File: src/rtl/cache_pkg.sv
// Shared field widths, address slice positions and FSM state encoding for the
// 2-way, 8-set cache miss/replacement controller.
package cache_pkg;

    localparam int TAG_W   = 24;
    localparam int IDX_W   = 3;
    localparam int OFF_W   = 3;

    // Byte address layout: tag | index | word | byte
    localparam int WORD_LSB = 2;
    localparam int IDX_LSB  = WORD_LSB + OFF_W;
    localparam int TAG_LSB  = IDX_LSB + IDX_W;

    typedef enum logic [1:0] {
        IDLE   = 2'd0,
        REFILL = 2'd1,
        COMMIT = 2'd2,
        WTHRU  = 2'd3
    } state_t;

endpackage

File: src/rtl/cache_lru.sv
// One LRU bit per set; the bit names the way to evict next in that set.
module cache_lru
    import cache_pkg::*;
#(
    parameter int SETS = 8
) (
    input  logic             clk,
    input  logic             rst,
    input  logic [IDX_W-1:0] rd_idx,
    input  logic             upd_en,
    input  logic [IDX_W-1:0] upd_idx,
    input  logic             upd_val,
    output logic             victim
);

    logic [SETS-1:0] lru_r;

    // LRU bit store, all sets point at way 0 after reset
    always_ff @(posedge clk) begin
        if (rst) begin
            lru_r <= '0;
        end else if (upd_en) begin
            lru_r[upd_idx] <= upd_val;
        end else begin
            lru_r <= lru_r;
        end
    end

    assign victim = lru_r[rd_idx];

endmodule

File: src/rtl/cache_controller.sv
// Miss-handling and LRU replacement controller: burst refill on load miss,
// write-through/no-allocate stores. Define CACHE_STATS_EN for hit/miss counters.
module cache_controller
    import cache_pkg::*;
#(
    parameter int WORDS = 8,
    parameter int SETS  = 8
) (
    input  logic              clk,
    input  logic              rst,
    input  logic              cpu_req,
    input  logic              cpu_we,
    input  logic [31:0]       cpu_addr,
    input  logic [31:0]       cpu_wdata,
    output logic              cpu_ready,
    output logic [IDX_W-1:0]  tc_line_read,
    output logic [TAG_W-1:0]  tc_tag_read,
    input  logic              tc_hit,
    input  logic              tc_channel,
    output logic              tc_write,
    output logic              tc_pos,
    output logic [IDX_W-1:0]  tc_line_write,
    output logic [TAG_W-1:0]  tc_tag_write,
    output logic              data_we,
    output logic              data_way,
    output logic [IDX_W-1:0]  data_line,
    output logic [OFF_W-1:0]  data_word,
    output logic [31:0]       data_wdata,
    output logic              mem_req,
    output logic              mem_we,
    output logic [31:0]       mem_addr,
    output logic [31:0]       mem_wdata,
`ifdef CACHE_STATS_EN
    output logic [31:0]       hit_count,
    output logic [31:0]       miss_count,
`endif
    input  logic [31:0]       mem_rdata,
    input  logic              mem_ack
);

    localparam logic [OFF_W-1:0] LAST_WORD = OFF_W'(WORDS - 1);

    state_t             state_r;
    logic [TAG_W-1:0]   tag_r;
    logic [IDX_W-1:0]   idx_r;
    logic               victim_r;
    logic [OFF_W-1:0]   cnt_r;

    logic [TAG_W-1:0]   addr_tag_s;
    logic [IDX_W-1:0]   addr_idx_s;
    logic [OFF_W-1:0]   addr_word_s;
    logic               lru_victim_s;
    logic               lru_upd_s;
    logic [IDX_W-1:0]   lru_upd_idx_s;
    logic               lru_upd_val_s;
    logic               load_hit_s;
    logic               load_miss_s;

    assign addr_tag_s   = cpu_addr[TAG_LSB +: TAG_W];
    assign addr_idx_s   = cpu_addr[IDX_LSB +: IDX_W];
    assign addr_word_s  = cpu_addr[WORD_LSB +: OFF_W];
    assign tc_line_read = addr_idx_s;
    assign tc_tag_read  = addr_tag_s;

    assign load_hit_s  = (state_r == IDLE) & cpu_req & ~cpu_we &  tc_hit;
    assign load_miss_s = (state_r == IDLE) & cpu_req & ~cpu_we & ~tc_hit;

    cache_lru #(.SETS(SETS)) u_lru (
        .clk     (clk),
        .rst     (rst),
        .rd_idx  (addr_idx_s),
        .upd_en  (lru_upd_s),
        .upd_idx (lru_upd_idx_s),
        .upd_val (lru_upd_val_s),
        .victim  (lru_victim_s)
    );

    // Controller FSM plus the refill context latched at miss time
    always_ff @(posedge clk) begin
        if (rst) begin
            state_r  <= IDLE;
            tag_r    <= '0;
            idx_r    <= '0;
            victim_r <= 1'b0;
            cnt_r    <= '0;
        end else begin
            case (state_r)
                IDLE: begin
                    if (cpu_req && cpu_we) begin
                        state_r <= WTHRU;
                    end else if (load_miss_s) begin
                        state_r  <= REFILL;
                        tag_r    <= addr_tag_s;
                        idx_r    <= addr_idx_s;
                        victim_r <= lru_victim_s;
                        cnt_r    <= '0;
                    end else begin
                        state_r <= IDLE;
                    end
                end
                REFILL: begin
                    if (mem_ack) begin
                        cnt_r <= cnt_r + OFF_W'(1);
                        if (cnt_r == LAST_WORD) begin
                            state_r <= COMMIT;
                        end else begin
                            state_r <= REFILL;
                        end
                    end else begin
                        state_r <= REFILL;
                    end
                end
                COMMIT: begin
                    state_r <= IDLE;
                end
                WTHRU: begin
                    if (mem_ack) begin
                        state_r <= IDLE;
                    end else begin
                        state_r <= WTHRU;
                    end
                end
                default: begin
                    state_r <= IDLE;
                end
            endcase
        end
    end

    // Per-state output decode; everything is held low while rst is asserted
    always_comb begin
        cpu_ready     = 1'b0;
        tc_write      = 1'b0;
        tc_pos        = 1'b0;
        tc_line_write = '0;
        tc_tag_write  = '0;
        data_we       = 1'b0;
        data_way      = 1'b0;
        data_line     = '0;
        data_word     = '0;
        data_wdata    = 32'h0000_0000;
        mem_req       = 1'b0;
        mem_we        = 1'b0;
        mem_addr      = 32'h0000_0000;
        mem_wdata     = 32'h0000_0000;
        lru_upd_s     = 1'b0;
        lru_upd_idx_s = '0;
        lru_upd_val_s = 1'b0;
        if (!rst) begin
            case (state_r)
                IDLE: begin
                    if (cpu_req && tc_hit) begin
                        lru_upd_s     = 1'b1;
                        lru_upd_idx_s = addr_idx_s;
                        lru_upd_val_s = ~tc_channel;
                        if (cpu_we) begin
                            data_we    = 1'b1;
                            data_way   = tc_channel;
                            data_line  = addr_idx_s;
                            data_word  = addr_word_s;
                            data_wdata = cpu_wdata;
                        end else begin
                            cpu_ready = 1'b1;
                        end
                    end else begin
                        cpu_ready = 1'b0;
                    end
                end
                REFILL: begin
                    mem_req  = 1'b1;
                    mem_addr = {tag_r, idx_r, cnt_r, 2'b00};
                    if (mem_ack) begin
                        data_we    = 1'b1;
                        data_way   = victim_r;
                        data_line  = idx_r;
                        data_word  = cnt_r;
                        data_wdata = mem_rdata;
                    end else begin
                        data_we = 1'b0;
                    end
                end
                COMMIT: begin
                    tc_write      = 1'b1;
                    tc_pos        = victim_r;
                    tc_line_write = idx_r;
                    tc_tag_write  = tag_r;
                    lru_upd_s     = 1'b1;
                    lru_upd_idx_s = idx_r;
                    lru_upd_val_s = ~victim_r;
                end
                WTHRU: begin
                    mem_req   = 1'b1;
                    mem_we    = 1'b1;
                    mem_addr  = cpu_addr & ~32'd3;
                    mem_wdata = cpu_wdata;
                    cpu_ready = mem_ack;
                end
                default: begin
                    cpu_ready = 1'b0;
                end
            endcase
        end else begin
            cpu_ready = 1'b0;
        end
    end

`ifdef CACHE_STATS_EN
    // Saturating load-hit and refill-start counters
    always_ff @(posedge clk) begin
        if (rst) begin
            hit_count  <= 32'h0000_0000;
            miss_count <= 32'h0000_0000;
        end else begin
            if (load_hit_s && (hit_count != 32'hFFFF_FFFF)) begin
                hit_count <= hit_count + 32'd1;
            end else begin
                hit_count <= hit_count;
            end
            if (load_miss_s && (miss_count != 32'hFFFF_FFFF)) begin
                miss_count <= miss_count + 32'd1;
            end else begin
                miss_count <= miss_count;
            end
        end
    end
`endif

endmodule
File: config.mk
export PLATFORM = sky130hd
export DESIGN_NAME = cache_controller
export DESIGN_NICKNAME = d
export VERILOG_FILES = /design/src/rtl/cache_pkg.sv /design/src/rtl/cache_lru.sv /design/src/rtl/cache_controller.sv
export SDC_FILE = /design/constraint.sdc
export NUM_CORES = 1
export LEC_CHECK = 0
export BUFFER_PORTS_ARGS = -buffer_cell sky130_fd_sc_hd__buf_2
export CORE_AREA = 2 2 102 104
export DETAILED_ROUTE_END_ITERATION = 16
export DIE_AREA = 0 0 104 106
export GPL_TIMING_DRIVEN = 0
export PLACE_DENSITY = 0.79
export SLEW_MARGIN = 20
export SYNTH_ARGS = -nofsm -noshare
export SYNTH_HDL_FRONTEND = slang
export SYNTH_SLANG_ARGS = --single-unit
File: constraint.sdc
create_clock -name clk -period 2.6 [get_ports clk]
set_clock_uncertainty 0.1 [all_clocks]
set_input_delay 0 -clock clk [delete_from_list [all_inputs] [get_ports clk]]
set_output_delay 0 -clock clk [all_outputs]
set_load 0.05 [all_outputs]
==> results.ini, run 1 <==
[timing]
relSlewSlack_pct=63.7
slew_viol_final=0
hold_viol_final=0
fin_hold_ws_ps=42.6
rsz0062_at_grt=false
tns_ps=0
setup_violations=0
clock.fmax_mhz=425
timing.final.crit_share_pct=90.5
period_needed_ps=2350
tightest_slew_ps=544
fin_ws_ps=246

[synth]
synth.top_cell.area_share_pct=24.3
synth_cells=464
synth-edff-count=0
ys_seq_elements=41
synth_top_area_cell=dfxtp_1
yosysWarningCount=0
yosys-top-cells-area=dfxtp_1, and2_1, a22oi_1, a22o_1, buf_4
ys_seq_area_share_pct=24.3
syn_area_mm2=0.00337
synthArstFlopShare_pct=0
ys_types=37
synth.avg_cell_area_um2=7.27
ys.flop_type=dfxtp_1

[routing]
drtIter0Drc=405
drt_first_pass_iters=8
avgViaCountPerCell=5.00
routed_wl_mm=14.3
drt.antenna.violating_nets=0
wl_per_cell_um=16.0
vias=4473
drc=0

[run]
max_cap_violations=0

[finish]
final_common_cell=buf_2
area_delta_synth_final_pct=54.8
utilization_pct=52.2
final_cell_count_no_fill=895
drive_above_1_share_pct=43.3
design_area_mm2=0.00522
final_cell_mix=buf_2, and2_1, nand2_1
num-nets-final=866

[clock_tree]
cts_setup_buffers=0
clock_path_buffers=2
cts_tree=yes
ctsRootBufferMaster=clkbuf_8
clkTransAtPathRegs_ps=90
cts_sinks=41
clk_latency_ps=300
htree_levels=2
cts_inserted_buffers=5

[die]
pin_count=266
core_area_mm2=0.0100
fp.dieArea_mm2=0.0110
fp.dieW_um=104
fp-row-count=37
die_h_um=106
start_util_pct=33.7

[placement]
placed_cell_area_mm2=0.00483
portBuffers=257
dpl.cell_count=858
place.gp.congestion=0.931
pre_cts_ws_ps=415
hpwl_mm=10.9

[setup_path]
critical_path_required_ps=2500
crit_arrival_ps=2250
path_common_cell=buf_2
cp_cell_sequence=inv_1, ha_1, nor2b_1, buf_2, a22o_1, buf_2
crit_type=flop to output port
cp_slowest_cell=nor2b_1
cp-start-kind=flop
cp-end-kind=output port
crit_fanout=10
cpPeakStageDelay_ps=390

[grt]
first_global_vias=4297
grt_max_degree=13
grt_overflow=0
grt_usage_pct=24.7
grt_pass1_wl_mm=21.9
antenna_found_initial=1

[hold_path]
hold_path_class=primary input to flop

[power_and_ir_drop]
p_per_area_mw_per_mm2=348
switching_share_pct=38.3
seqPwrFrac_pct=36.5
p_int_mw=1.12
total_power_mw=1.82
p_switching_mw=0.697
combPwrFrac_pct=37.5
p_leak_nw=2.78
peakVddDrop_mv=0.211
p_clk_share_pct=26.0

[outcome]
status=finished, final reports clean

[sequential cells by signal, summed over array words and instances, names as in the netlist]
| signal | count |
|---|---|
| u_lru.lru_r | 8 |
| cnt_r | 3 |
| tag_r | 24 |
| idx_r | 3 |
| victim_r | 1 |
| state_r | 2 |
[cells by family after synthesis]
logic type / synth area share [%]
multiplexers: 5.19
AND/OR/NAND/NOR: 30.3
buffers and inverters: 12.9
adder cells (fa/ha/maj): 2.23
flip-flops: 24.3
AO/OA/AOI/OAI: 24.9
other: 0.111
[critical path, delay by kind of cell (launching register included)]
kind,cells,cell delay (ps)
buf+inv,3,720
simple gates,1,390
flops,1,340
fa+ha+maj,1,270
compound gates,1,220
[metal layers]
metal,wire length (µm),vias to the layer above,share of wire [%],GRT usage (%)
met2,7270,252,51,46.2
met1,5430,2038,38,26.8
met5,0,-,0,0
li1,-,2151,-,-
met4,435,0,3.0,9.27
met3,1140,32,8.0,6.01
[Yosys cell counts, types with 6 or more instances]
cell type  number
nor3_1          6
buf_2          20
nand2b_1       11
nand2_1        60
and2_1         66
nor2_1         49
clkbuf_1       20
mux2i_1        13
a22oi_1        39
ha_1            6
a21oi_1        31
a22o_1         30
dfxtp_1        41
buf_4          32
[layout make-up]
class                      count  area [µm²]
fill                         972        4780
multi-input combinational    347        2120
timing repair buffer         285        1570
sequential                    41         821
buffer                        73         424
tap                          136         170
clock buffer                   7        96.3
inverter                       4        15.0
clock inverter                 1        5.00
antenna                        1        2.50
[power by group through the flow]
stage	clock network (mW)	logic, mW	registers (mW)
global placement	0	0.639	0.677
CTS	0.489	0.677	0.663
floorplan	0	0.439	0.673
global route	0.512	0.730	0.667
detailed placement	0	0.643	0.678
finish	0.473	0.683	0.664
[repair_timing]
action / CTS / global route
hold buffers: 28 / 0
endpoints found under the hold margin: 28 / 0
setup endpoints to repair: 0 / 17
gates resized for setup: 0 / 8
[path summary, 6_finish.rpt]
check | from | endpoint | slack [ps] | depth (start not counted)
worst min-delay path | cpu_addr[7] | idx_r[2] | 40 | 3
worst max-delay path | state_r[1] | mem_addr[4] | 250 | 6
worst max register to register | state_r[0] | tag_r[0] | 760 | 8
worst min register to register | tag_r[1] | tag_r[1] | 370 | 2
No activity file was read; power rests on OpenSTA's default activity.
==> inputs of run 2 (changes only) <==
- REMOVE_ABC_BUFFERS: default -> 1
==> run 2 against run 1 <==
Flip-flop and latch count unchanged; hold slack better by 4.5 ps; setup slack got worse by 4.5 ps; critical path depth is 1 higher; fmax shrank 0.19%; clock power rose by 11%; first-iteration DRC count grew 4.7%; utilization shrank 2.3 points.
==> results.ini, run 2 (synthesis results as in run 1) <==
[setup_path]
crit_type=flop to output port
critical_path_required_ps=2500  ; about the same
crit_fanout=20  ; +10
cp-end-kind=output port
cp-start-kind=flop
crit_arrival_ps=2260  ; about the same

[grt]
grt_pass1_wl_mm=19.2  ; -12%
grt_overflow=0  ; unchanged
grt_max_degree=48  ; +35
grt_usage_pct=21.0  ; -3.7 points
first_global_vias=3758  ; -13%
antenna_found_initial=1  ; unchanged

[clock_tree]
clkTransAtPathRegs_ps=80  ; about the same
htree_levels=2  ; unchanged
cts_inserted_buffers=5  ; unchanged
cts_tree=yes
ctsRootBufferMaster=clkbuf_8
cts_sinks=41  ; unchanged
clk_latency_ps=290  ; about the same
clock_path_buffers=2  ; unchanged

[power_and_ir_drop]
peakVddDrop_mv=0.249  ; +18%
p_leak_nw=2.57  ; -7.6%
p_per_area_mw_per_mm2=369  ; +6.0%

[finish]
final_cell_count_no_fill=834  ; -6.8%
num-nets-final=805  ; -7.0%
final_cell_mix=buf_2, and2_1, nand2_1
design_area_mm2=0.00499  ; -4.5%
largest_register_ff_count=24  ; unchanged
reg_top3=tag_r (24), u_lru.lru_r (8)
nFillCells=1002  ; +3.1%
top_register=tag_r
drive_above_1_share_pct=41.8  ; -1.5 points
final_common_cell=buf_2
area_delta_synth_final_pct=47.9

[timing]
fin_hold_ws_ps=47.1  ; +4.48 ps
slew_viol_final=0  ; unchanged
setup_violations=0  ; unchanged
hold_viol_final=0  ; unchanged
tns_ps=0  ; unchanged
tightest_slew_ps=943  ; +398 ps
rsz0062_at_grt=false
relSlewSlack_pct=37.1  ; -27 points
period_needed_ps=2360  ; +4.50 ps
timing.final.crit_share_pct=90.7  ; +0.17 points
clock.fmax_mhz=424  ; -0.19%

[routing]
routed_wl_mm=12.7  ; -11%
wl_per_cell_um=15.3  ; -4.4%
drt_first_pass_iters=7  ; -1
drc=0  ; unchanged
drt.antenna.violating_nets=0  ; unchanged
avgViaCountPerCell=5.08  ; +1.7%
drtIter0Drc=424  ; +4.7%
vias=4237  ; -5.3%

[placement]
hpwl_mm=8.94  ; -18%
portBuffers=261  ; +1.6%
placed_cell_area_mm2=0.00456  ; -5.7%
place.gp.congestion=0.799  ; -14%
dpl.cell_count=795  ; -7.3%

[die]
fp.dieW_um=104  ; unchanged
fp-row-count=37  ; unchanged
core_area_mm2=0.0100  ; unchanged
fp.dieArea_mm2=0.0110  ; unchanged
pin_count=266  ; unchanged
start_util_pct=33.7  ; unchanged
die_h_um=106  ; unchanged

[outcome]
status=finished, final reports clean

[run]
max_cap_violations=0  ; unchanged

[hold_path]
hold_path_class=primary input to flop

-- run 2: path summary, 6_finish.rpt --
check	end	from	slack, ps	cells past startpoint
worst min register to register	tag_r[11]	tag_r[11]	370	2
worst min-delay path	state_r[0]	cpu_we	50	3
worst max register to register	tag_r[15]	state_r[0]	500	6
worst max-delay path	data_wdata[7]	state_r[0]	240	7
-- run 2: metrics by stage --
step	utilization [%]	power, mW	setup WS, ps
final	49.9	1.84	242
after floorplan	-	0.961	-1030
after CTS	49.6	1.84	2.33
after global placement	44.3	1.25	-1660
after detailed placement	45.6	1.28	88.1
after global routing	49.9	1.93	103
-- run 2: repair_timing --
action                                  CTS  global route
cloned                                    0             1
setup buffers                             0             0
endpoints found under the setup margin   40            56
hold buffers                             29             0
resized for setup                         1             4
endpoints found under the hold margin    28             0
-- run 2: cell type report --
type                            count  area [µm²]  area share [%]
Sequential cell                    41         821            16.5
Antenna cell                        1        2.50          0.0502
Clock inverter                      3        46.3           0.928
Clock buffer                        5        68.8            1.38
Timing Repair Buffer              296        1680            33.7
Multi-Input combinational cell    348        2180            43.7
Tap cell                          136         170            3.41
Inverter                            4        15.0           0.301
-- run 2: per-layer routing --
layer / share of wire (%) / wire, µm / GRT usage, % / up-vias
li1: - / - / - / 2023
met1: 41 / 5180 / 26.7 / 1933
met2: 48 / 6110 / 35.4 / 253
met3: 8.7 / 1110 / 4.11 / 28
met4: 2.6 / 325 / 7.63 / 0
met5: 0 / 0 / 0 / -
-- run 2: worst max-delay path: stages (launching register included) --
cell	delay, ps
dfxtp_1	340
inv_1	130
ha_4	270
and3_1	320
and2_4	360
a22oi_1	120
nor2_1	120
buf_2	280
-- run 2: power by group --
part	switching [mW]	internal (mW)
logic	0.439	0.214
clock network	0.238	0.288
registers	0.0173	0.647
